--- src/rtl/hawk_axi_rd_rspdr.sv ---
// ---------------------------------------------------------------------------
// hawk_axi_rd_rspdr
//
// AXI read-channel responder in front of a single-port SRAM with one cycle
// of read latency. It accepts one INCR burst at a time on the AR channel and
// fetches one SRAM word per beat. It returns the beats on the R channel.
// Beats whose word address falls outside the SRAM window are answered with
// SLVERR and zero data. The burst always delivers arlen+1 beats.
//
// Ports
//   clk_i      : clock, rising edge
//   rst_ni     : asynchronous active-low reset
//   rd_reqpkt  : addr, arlen, arvalid, rready from the read initiator
//   rd_rdypkt  : arready back to the initiator
//   rd_resppkt : rvalid, rlast, rdata, rresp back to the initiator
//   mem_req    : SRAM read strobe (one-cycle pulse)
//   mem_idx    : SRAM word index for the strobe
//   mem_rdata  : SRAM read data, valid the cycle after mem_req
//   busy       : high whenever a burst is in progress
//
// The packet structs live in hawk_axi_rd_pkg below. Their data/address
// widths are fixed there, so DATA_W and ADDR_W on the module must match
// AXI_DATA_W and AXI_ADDR_W.
// ---------------------------------------------------------------------------

package hawk_axi_rd_pkg;

  localparam int unsigned AXI_DATA_W = 512;
  localparam int unsigned AXI_ADDR_W = 64;

  typedef struct packed {
    logic [AXI_ADDR_W-1:0] addr;
    logic [7:0]            arlen;
    logic                  arvalid;
    logic                  rready;
  } axi_rd_reqpkt_t;

  typedef struct packed {
    logic arready;
  } axi_rd_rdypkt_t;

  typedef struct packed {
    logic                  rvalid;
    logic                  rlast;
    logic [AXI_DATA_W-1:0] rdata;
    logic [1:0]            rresp;
  } axi_rd_resppkt_t;

endpackage

module hawk_axi_rd_rspdr
  import hawk_axi_rd_pkg::*;
#(
  parameter int unsigned       DATA_W    = AXI_DATA_W,
  parameter int unsigned       ADDR_W    = AXI_ADDR_W,
  parameter int unsigned       MEM_DEPTH = 256,
  parameter logic [ADDR_W-1:0] BASE_ADDR = '0
) (
  input  logic                         clk_i,
  input  logic                         rst_ni,
  input  axi_rd_reqpkt_t               rd_reqpkt,
  output axi_rd_rdypkt_t               rd_rdypkt,
  output axi_rd_resppkt_t              rd_resppkt,
  output logic                         mem_req,
  output logic [$clog2(MEM_DEPTH)-1:0] mem_idx,
  input  logic [DATA_W-1:0]            mem_rdata,
  output logic                         busy
);

  localparam int unsigned IDX_W  = $clog2(MEM_DEPTH);
  localparam int unsigned OFF_W  = $clog2(DATA_W / 8);
  localparam int unsigned WORD_W = ADDR_W - OFF_W;

  localparam logic [WORD_W-1:0] DEPTH_WORDS = WORD_W'(MEM_DEPTH);
  localparam logic [WORD_W-1:0] WORD_ONE    = WORD_W'(1);

  localparam logic [1:0] RESP_OKAY   = 2'b00;
  localparam logic [1:0] RESP_SLVERR = 2'b10;

  typedef enum logic [2:0] {
    IDLE,
    MEM_RD,
    MEM_WAIT,
    RESP,
    ERR_RESP
  } state_t;

  state_t              state_q;
  logic [WORD_W-1:0]   word_q;
  logic [7:0]          arlen_q;
  logic [7:0]          beat_q;
  logic                rvalid_q;
  logic                rlast_q;
  logic [DATA_W-1:0]   rdata_q;
  logic [1:0]          rresp_q;
  logic                mem_req_q;
  logic [IDX_W-1:0]    mem_idx_q;

  logic [ADDR_W:0]     addr_diff;
  logic                addr_below_base;
  logic [WORD_W-1:0]   req_word;
  logic                req_in_range;
  logic [WORD_W-1:0]   next_word;
  logic                next_in_range;
  logic [7:0]          next_beat;
  logic                ar_hs;
  logic                r_hs;

  // The extra top bit of addr_diff is the borrow. It flags addresses below
  // the SRAM window without a separate magnitude compare. The word offset is
  // taken from the difference, so the byte-offset bits drop out naturally.
  assign addr_diff       = {1'b0, rd_reqpkt.addr} - {1'b0, BASE_ADDR};
  assign addr_below_base = addr_diff[ADDR_W];
  assign req_word        = WORD_W'(addr_diff[ADDR_W-1:0] >> OFF_W);
  assign req_in_range    = !addr_below_base && (req_word < DEPTH_WORDS);

  // Bursts only advance from RESP, where word_q is known to be inside the
  // window, so next_word cannot overflow. Running off the top of the SRAM is
  // an error, never a wrap back to word 0.
  assign next_word     = word_q + WORD_ONE;
  assign next_in_range = next_word < DEPTH_WORDS;
  assign next_beat     = beat_q + 8'd1;

  assign ar_hs = (state_q == IDLE) && rd_reqpkt.arvalid;
  assign r_hs  = rvalid_q && rd_reqpkt.rready;

  // Main controller: AR capture, SRAM fetch sequencing and R beat delivery.
  // Every outward-facing signal is a flop so nothing combinational leaks
  // onto the AXI or SRAM side.
  always_ff @(posedge clk_i or negedge rst_ni) begin
    if (!rst_ni) begin
      state_q   <= IDLE;
      word_q    <= '0;
      arlen_q   <= '0;
      beat_q    <= '0;
      rvalid_q  <= 1'b0;
      rlast_q   <= 1'b0;
      rdata_q   <= '0;
      rresp_q   <= RESP_OKAY;
      mem_req_q <= 1'b0;
      mem_idx_q <= '0;
    end else begin
      // mem_req is a single-cycle strobe; it is only raised on the edge
      // that enters MEM_RD.
      mem_req_q <= 1'b0;

      unique case (state_q)
        IDLE: begin
          if (ar_hs) begin
            arlen_q <= rd_reqpkt.arlen;
            beat_q  <= '0;
            word_q  <= req_word;
            if (req_in_range) begin
              state_q   <= MEM_RD;
              mem_req_q <= 1'b1;
              mem_idx_q <= req_word[IDX_W-1:0];
            end else begin
              state_q  <= ERR_RESP;
              rvalid_q <= 1'b1;
              rresp_q  <= RESP_SLVERR;
              rdata_q  <= '0;
              rlast_q  <= (rd_reqpkt.arlen == 8'd0);
            end
          end
        end

        MEM_RD: begin
          state_q <= MEM_WAIT;
        end

        MEM_WAIT: begin
          rdata_q  <= mem_rdata;
          rresp_q  <= RESP_OKAY;
          rvalid_q <= 1'b1;
          rlast_q  <= (beat_q == arlen_q);
          state_q  <= RESP;
        end

        RESP: begin
          if (r_hs) begin
            rvalid_q <= 1'b0;
            if (rlast_q) begin
              rlast_q <= 1'b0;
              state_q <= IDLE;
            end else begin
              beat_q <= next_beat;
              word_q <= next_word;
              if (next_in_range) begin
                state_q   <= MEM_RD;
                mem_req_q <= 1'b1;
                mem_idx_q <= next_word[IDX_W-1:0];
              end else begin
                // The burst has walked off the end of the SRAM. Every
                // remaining beat is answered as an error from here on.
                state_q  <= ERR_RESP;
                rvalid_q <= 1'b1;
                rresp_q  <= RESP_SLVERR;
                rdata_q  <= '0;
                rlast_q  <= (next_beat == arlen_q);
              end
            end
          end
        end

        ERR_RESP: begin
          if (r_hs) begin
            if (rlast_q) begin
              rvalid_q <= 1'b0;
              rlast_q  <= 1'b0;
              rresp_q  <= RESP_OKAY;
              state_q  <= IDLE;
            end else begin
              beat_q  <= next_beat;
              rlast_q <= (next_beat == arlen_q);
            end
          end
        end

        default: begin
          state_q <= IDLE;
        end
      endcase
    end
  end

  // arready and busy are decoded straight from the state register. That
  // gives arready the cycle after the last R handshake and drops it on the
  // edge that captures a request.
  assign rd_rdypkt.arready = (state_q == IDLE);
  assign busy              = (state_q != IDLE);

  assign rd_resppkt.rvalid = rvalid_q;
  assign rd_resppkt.rlast  = rlast_q;
  assign rd_resppkt.rdata  = rdata_q;
  assign rd_resppkt.rresp  = rresp_q;

  assign mem_req = mem_req_q;
  assign mem_idx = mem_idx_q;

endmodule

--- config.mk ---
export PLATFORM = sky130hd
export DESIGN_NAME = hawk_axi_rd_rspdr
export DESIGN_NICKNAME = d
export VERILOG_FILES = /design/src/rtl/hawk_axi_rd_rspdr.sv
export SDC_FILE = /design/constraint.sdc
export NUM_CORES = 1
export LEC_CHECK = 0
export CORE_AREA = 2 2 436 438
export DETAILED_ROUTE_END_ITERATION = 8
export DIE_AREA = 0 0 438 440
export MAX_ROUTING_LAYER = met4
export PLACE_DENSITY_LB_ADDON = 0.1
export SLEW_MARGIN = 5
export SYNTH_ARGS = -nofsm -noshare
export SYNTH_HDL_FRONTEND = slang
export SYNTH_SLANG_ARGS = --single-unit
--- constraint.sdc ---
create_clock -name clk_i -period 3.7 [get_ports clk_i]
set_clock_uncertainty 0.15 [all_clocks]
set_input_delay 0.555 -clock clk_i [delete_from_list [all_inputs] [get_ports clk_i]]
set_output_delay 0.555 -clock clk_i [all_outputs]
set_load 0.02 [all_outputs]
* Word level (Yosys, flattened, before mapping)
Index checks and enable logic that the tools add are counted.
** Storage, ports and cells
- Bits in registers :: 602
- Bits in latches :: 0
- Bits in writable memories :: 0
- Bits in read-only memories :: 0
- Output and inout bits :: 527
- Memories :: 0
** Operators by class
- $add $sub $neg :: 2
- Multiply operators :: 0
- Divide/modulo/power cells :: 0
- Magnitude comparators :: 2
- Equal/unequal tests :: 17
- Shift-type cells :: 0
- Multiplexer cells :: 58
- Bitwise operators :: 0
- Reductions and logical operators :: 19
** Operator list (count)
- 512-bit 2-to-1 mux :: 5
- 512-bit case mux with 3 select lines :: 1
- 58-bit 2-to-1 mux :: 3
- 58-bit by 9-bit < comparator with 1-bit output (second input constant) :: 2
- 58-bit case mux with 2 select lines :: 1
- 8-bit 2-to-1 mux :: 8
- 58-bit by 1-bit adder with 58-bit output (second input constant) :: 1
- 8-bit case mux with 2 select lines :: 2
- 3-bit 2-to-1 mux :: 7
- 1-bit 2-to-1 mux :: 19
- 6-bit AND reduction :: 3
- 8-bit equality test :: 2
- 2-bit inequality test (second input constant) :: 8
- 3-bit case mux with 5 select lines :: 1
- 2-bit 2-to-1 mux :: 7
- 4-bit AND reduction :: 3
- 8-bit by 1-bit adder with 8-bit output (second input constant) :: 1
- 8-bit logical NOT :: 1
- 1-bit case mux with 4 select lines :: 2
- 2-bit case mux with 4 select lines :: 1
- 8-bit AND reduction :: 1
- 3-bit by 2-bit equality test with 1-bit output (second input constant) :: 2
- 2-bit by 1-bit inequality test with 1-bit output (second input constant) :: 3
- 3-bit nonzero test :: 2
- 10 further kinds :: 12

* Logic depth before layout (Yosys ltp)
- Word-level depth :: 6
- Mapped depth :: 14
- Depth with buffers taken out :: 10

* Worst setup path before layout
Ideal clock, no wire load.
- Path type :: reg2reg
- Start point :: register word_q[42]
- End point :: register rdata_q[194]
- Arrival time :: 3.421 ns
- Data required time :: 3.482 ns
- Setup slack :: 0.061 ns
- Stages on the path, launching flop included :: 14
- Path buffers :: 4
- Period minus slack after synthesis :: 3.639 ns
- Cells stage by stage :: dfrtp_1 buf_2 nand3_2 nor4_2 nand3_1 nor4b_2 xnor2_1 or4b_4 nor4_4 a31o_1 buf_6 buf_8 buf_8 a32o_1
** Between the ends
- Cells in the longest elaborated chain, start to end :: 4
** Ends and longest elaborated chain
- start, declared :: RTL line 89 : logic [WORD_W-1:0] word_q;
- start signal, assigned :: RTL line 152 : word_q <= req_word;
- start signal, assigned :: RTL line 187 : word_q <= next_word;
- 58-bit by 1-bit adder with 58-bit output :: RTL line 120 : assign next_word = word_q + WORD_ONE;
- 58-bit by 9-bit < comparator with 1-bit output :: RTL line 121 : assign next_in_range = next_word < DEPTH_WORDS;
- 2-bit inequality test (no line)
- 6-bit AND reduction (no line)
- end signal, assigned :: RTL line 172 : rdata_q <= mem_rdata;
- end, declared :: RTL line 94 : logic [DATA_W-1:0] rdata_q;
Every way passes these cells.
A chain may end at the register's enable or synchronous reset.

* Worst setup path in the final report
- Start point :: register word_q[10]
- End point :: register rdata_q[481]
The elaborated chain is that of the path after synthesis.

==> impl_metrics.py <==
metrics = {
    "floorplan": {
        "core_um2": 189000,
        "rows": 160,
        "initial_utilization_pct": 13.7,
        "die_h_um": 440,
        "die_width_um": 438,
        "io_pins": 1115,
        "die-area_um2": 193000,
    },
    "timing": {
        "final-setup-viol-count": 295,
        "fmax_mhz": 264,
        "tns_ns": -8.60,
        "hold_viol": 0,
        "tightest_slew_ns": 0.849,
        "period_needed_ns": 3.79,
        "rsz0062_at_grt": "true",
        "maxSlewViolCount": 0,
        "slew_headroom_pct": 43.3,
        "setup_slack_ns": -0.0852,
        "fin_crit_sh_pct": 102,
    },
    "placed_design": {
        "port_buffers": 1107,
        "dpl_cell_area_um2": 41600,
        "globalplace.congestion": 0.821,
        "dp_hpwl_mm": 132,
        "dp.cells": 5756,
    },
    "outcome": {
        "violations": "negative setup slack",
        "outcome": "complete, but fails checks",
    },
    "power": {
        "p_per_area_nw_per_um2": 457,
        "p_leak_uw": 0.0185,
        "ir_drop_uv": 322,
        "design_power_total_uw": 20800,
    },
    "logic_synthesis": {
        "ys_warn_count": 0,
        "synth_cell_type_count": 80,
        "syn_area_um2": 25900,
        "ys_ff_latch": 601,
        "synth-async-reset-ratio_pct": 100,
        "synth_ff_type": "dfrtp_1",
        "syn-instance-count": 2093,
        "seq_area_frac_synth_pct": 58.1,
        "syn_area_per_cell_um2": 12.4,
        "syn-num-nets": 2683,
        "synth-edff-count": 0,
    },
    "layout": {
        "stdcell_count": 5978,
        "fin_nets": 3976,
        "area_growth_pct": 76.2,
        "drive_gt1_share_pct": 15.7,
        "fill_cells": 20200,
        "mostFrequentLayoutCells": "1106 x clkdlybuf4s50_1, 600 x dfrtp_1, 512 x a32o_1",
        "final_area_um2": 45600,
        "final_common_cell": "clkdlybuf4s50_1",
    },
    "setup_path": {
        "endpoint": "rdata_q[481]",
        "path_max_fanout": 21,
        "arrival_ns": 4.27,
        "path_class": "register to register",
        "endpoint_kind": "register",
        "startpoint": "word_q[10]",
        "r2r_cells": 15,
        "start_kind": "register",
        "required_ns": 4.19,
        "r2r-start": "word_q[10]",
        "reg2reg_slack_ns": -0.09,
        "reg2reg_to": "rdata_q[481]",
    },
    "global_routing": {
        "grtUsageTotal_pct": 17.5,
        "grt_max_degree": 104,
        "grt_antenna_before_repair": 46,
        "gr-total-overflow": 0,
        "grt_first_pass_wirelength_mm": 229,
        "grt_pass1_vias": 26300,
    },
    "drt": {
        "drt_wl_total_mm": 173,
        "vias_per_cell": 4.20,
        "avgRoutedWirePerCell_um": 29.0,
        "ant_nets": 0,
        "remaining_drc_errors": 0,
        "firstDrtPassIters": 8,
        "via_count": 25100,
        "drtIter0Drc": 1626,
    },
    "min_path": {
        "hold_path_class": "primary input to asynchronous set/reset pin",
    },
    "clocking": {
        "path_clk_slew_ns": 0.06,
        "htree_num_levels": 3,
        "insertion_delay_ns": 0.71,
        "clock-sinks": 601,
        "cts_tree": "yes",
        "root_buffer": "clkbuf_16",
        "cts_buffers": 85,
        "clockBufferDepth": 3,
    },
    "flow_run": {
        "max_cap_violations": 0,
    },
}
flip-flops by register name (all words and copies together), names as in the netlist:
signal / flops
rdata_q: 512
rlast_q: 1
mem_idx: 8
state_q: 3
rresp_q: 1
mem_req: 1
rvalid_q: 1
arlen_q: 8
word_q: 58
beat_q: 8
critical path, cell delays in order, from the launching register on:
cell       delay, ns
dfrtp_1         0.41
nand4_1         0.15
buf_4           0.17
or4_4           0.57
buf_4           0.19
nor4_2          0.25
xnor2_1         0.20
nand4_1         0.13
buf_4           0.18
nor3_2          0.16
buf_4           0.14
a31o_4          0.22
buf_12          0.15
buf_16          0.18
clkbuf_16       0.24
a32o_1          0.18
metal layers:
metal	wire length, um	track usage (%)
met2	91700	31.1
met3	8390	3.56
met1	69600	20.0
met4	3720	4.42
met5	0	-
Yosys cell counts (3+ instances only):
cell | count | share of area, %
o21ai_0 | 67 | 1.3
a21oi_1 | 84 | 1.6
xor2_1 | 14 | 0.47
nor3_2 | 3 | 0.12
a31oi_1 | 13 | 0.31
nand2_1 | 111 | 1.6
buf_6 | 39 | 1.7
nand2b_1 | 4 | 0.097
o22ai_1 | 12 | 0.29
and2_1 | 4 | 0.097
and4_1 | 10 | 0.34
nor4_2 | 3 | 0.14
a32oi_1 | 4 | 0.14
o211ai_1 | 6 | 0.17
or4_1 | 9 | 0.26
and3_1 | 17 | 0.41
nand4_1 | 35 | 0.85
mux2i_1 | 4 | 0.15
nor2_1 | 105 | 1.5
mux2_2 | 10 | 0.43
clkbuf_1 | 152 | 2.2
nor3_1 | 26 | 0.50
buf_8 | 14 | 0.81
a22oi_1 | 3 | 0.087
a211oi_1 | 5 | 0.14
nand3_1 | 41 | 0.79
o2111ai_1 | 3 | 0.10
inv_1 | 11 | 0.16
nor4_1 | 30 | 0.72
buf_4 | 9 | 0.26
dfrtp_1 | 601 | 58
buf_1 | 4 | 0.058
a32o_1 | 513 | 20
o31ai_1 | 7 | 0.20
or2_2 | 3 | 0.072
o22a_1 | 6 | 0.20
buf_2 | 23 | 0.44
xnor2_1 | 33 | 1.1
where the power goes:
group	leakage [uW]	internal [uW]	switching [uW]
Sequential	0.00822	6960	424
Combinational	0.00889	2320	2770
Clock	0.00137	4790	3580
Total	0.0185	14100	6770
worst min-delay path by stage:
stage	to	slack (ns)	from	cells past startpoint
finish	rdata_q[167]	0.26	rst_ni	2
global route	rdata_q[352]	0.21	mem_rdata[352]	2
CTS	rdata_q[332]	0.16	mem_rdata[332]	2
detailed placement	arlen_q[7]	0.35	arlen_q[7]	2
global placement	mem_idx[2]	0.34	mem_idx[2]	1
floorplan	arlen_q[0]	0.11	rst_ni	0
stage by stage:
| step | worst slack [ns] | hold WS (ns) | utilization (%) |
|---|---|---|---|
| 2_1_floorplan | 0.0615 | 0.109 | - |
| 3_3_place_gp | -0.278 | 0.340 | 22.1 |
| 3_5_place_dp | -0.282 | 0.346 | 22.1 |
| 4_1_cts | -0.0860 | 0.158 | 23.8 |
| 5_1_grt | -0.226 | 0.211 | 24.2 |
| 6_report | -0.0852 | 0.260 | 24.2 |
cell families after synthesis:
logic type	count (synthesis)	synth area share (%)
and+or+nand+nor	427	8.70
xor gates and xnor gates	47	1.59
buffers and inverters	254	5.67
adders and majority gates	2	0.0966
DFF	601	58.1
other	1	0.0145
AOI/OAI and AO/OA	747	25.2
muxes	14	0.590
area by class of cell:
type / count / area [um2] / share of cell area, %
tap: 2511 / 3140 / 6.89
inverter: 11 / 41.3 / 0.0905
timing repair buffer: 1449 / 15000 / 32.8
antenna: 13 / 32.5 / 0.0713
sequential: 601 / 15000 / 33.0
clock inverter: 21 / 278 / 0.609
clock buffer: 134 / 2520 / 5.53
multi-input combinational: 1238 / 9600 / 21.0
timing repair:
item	in CTS	in global routing
gates cloned	4	19
endpoints found under the hold margin	31	0
resized for setup	45	31
endpoints found under the setup margin	518	519
buffers inserted	20	12
hold buffers	1	0
pin swaps	60	91
(Power assumes the default switching activity.)
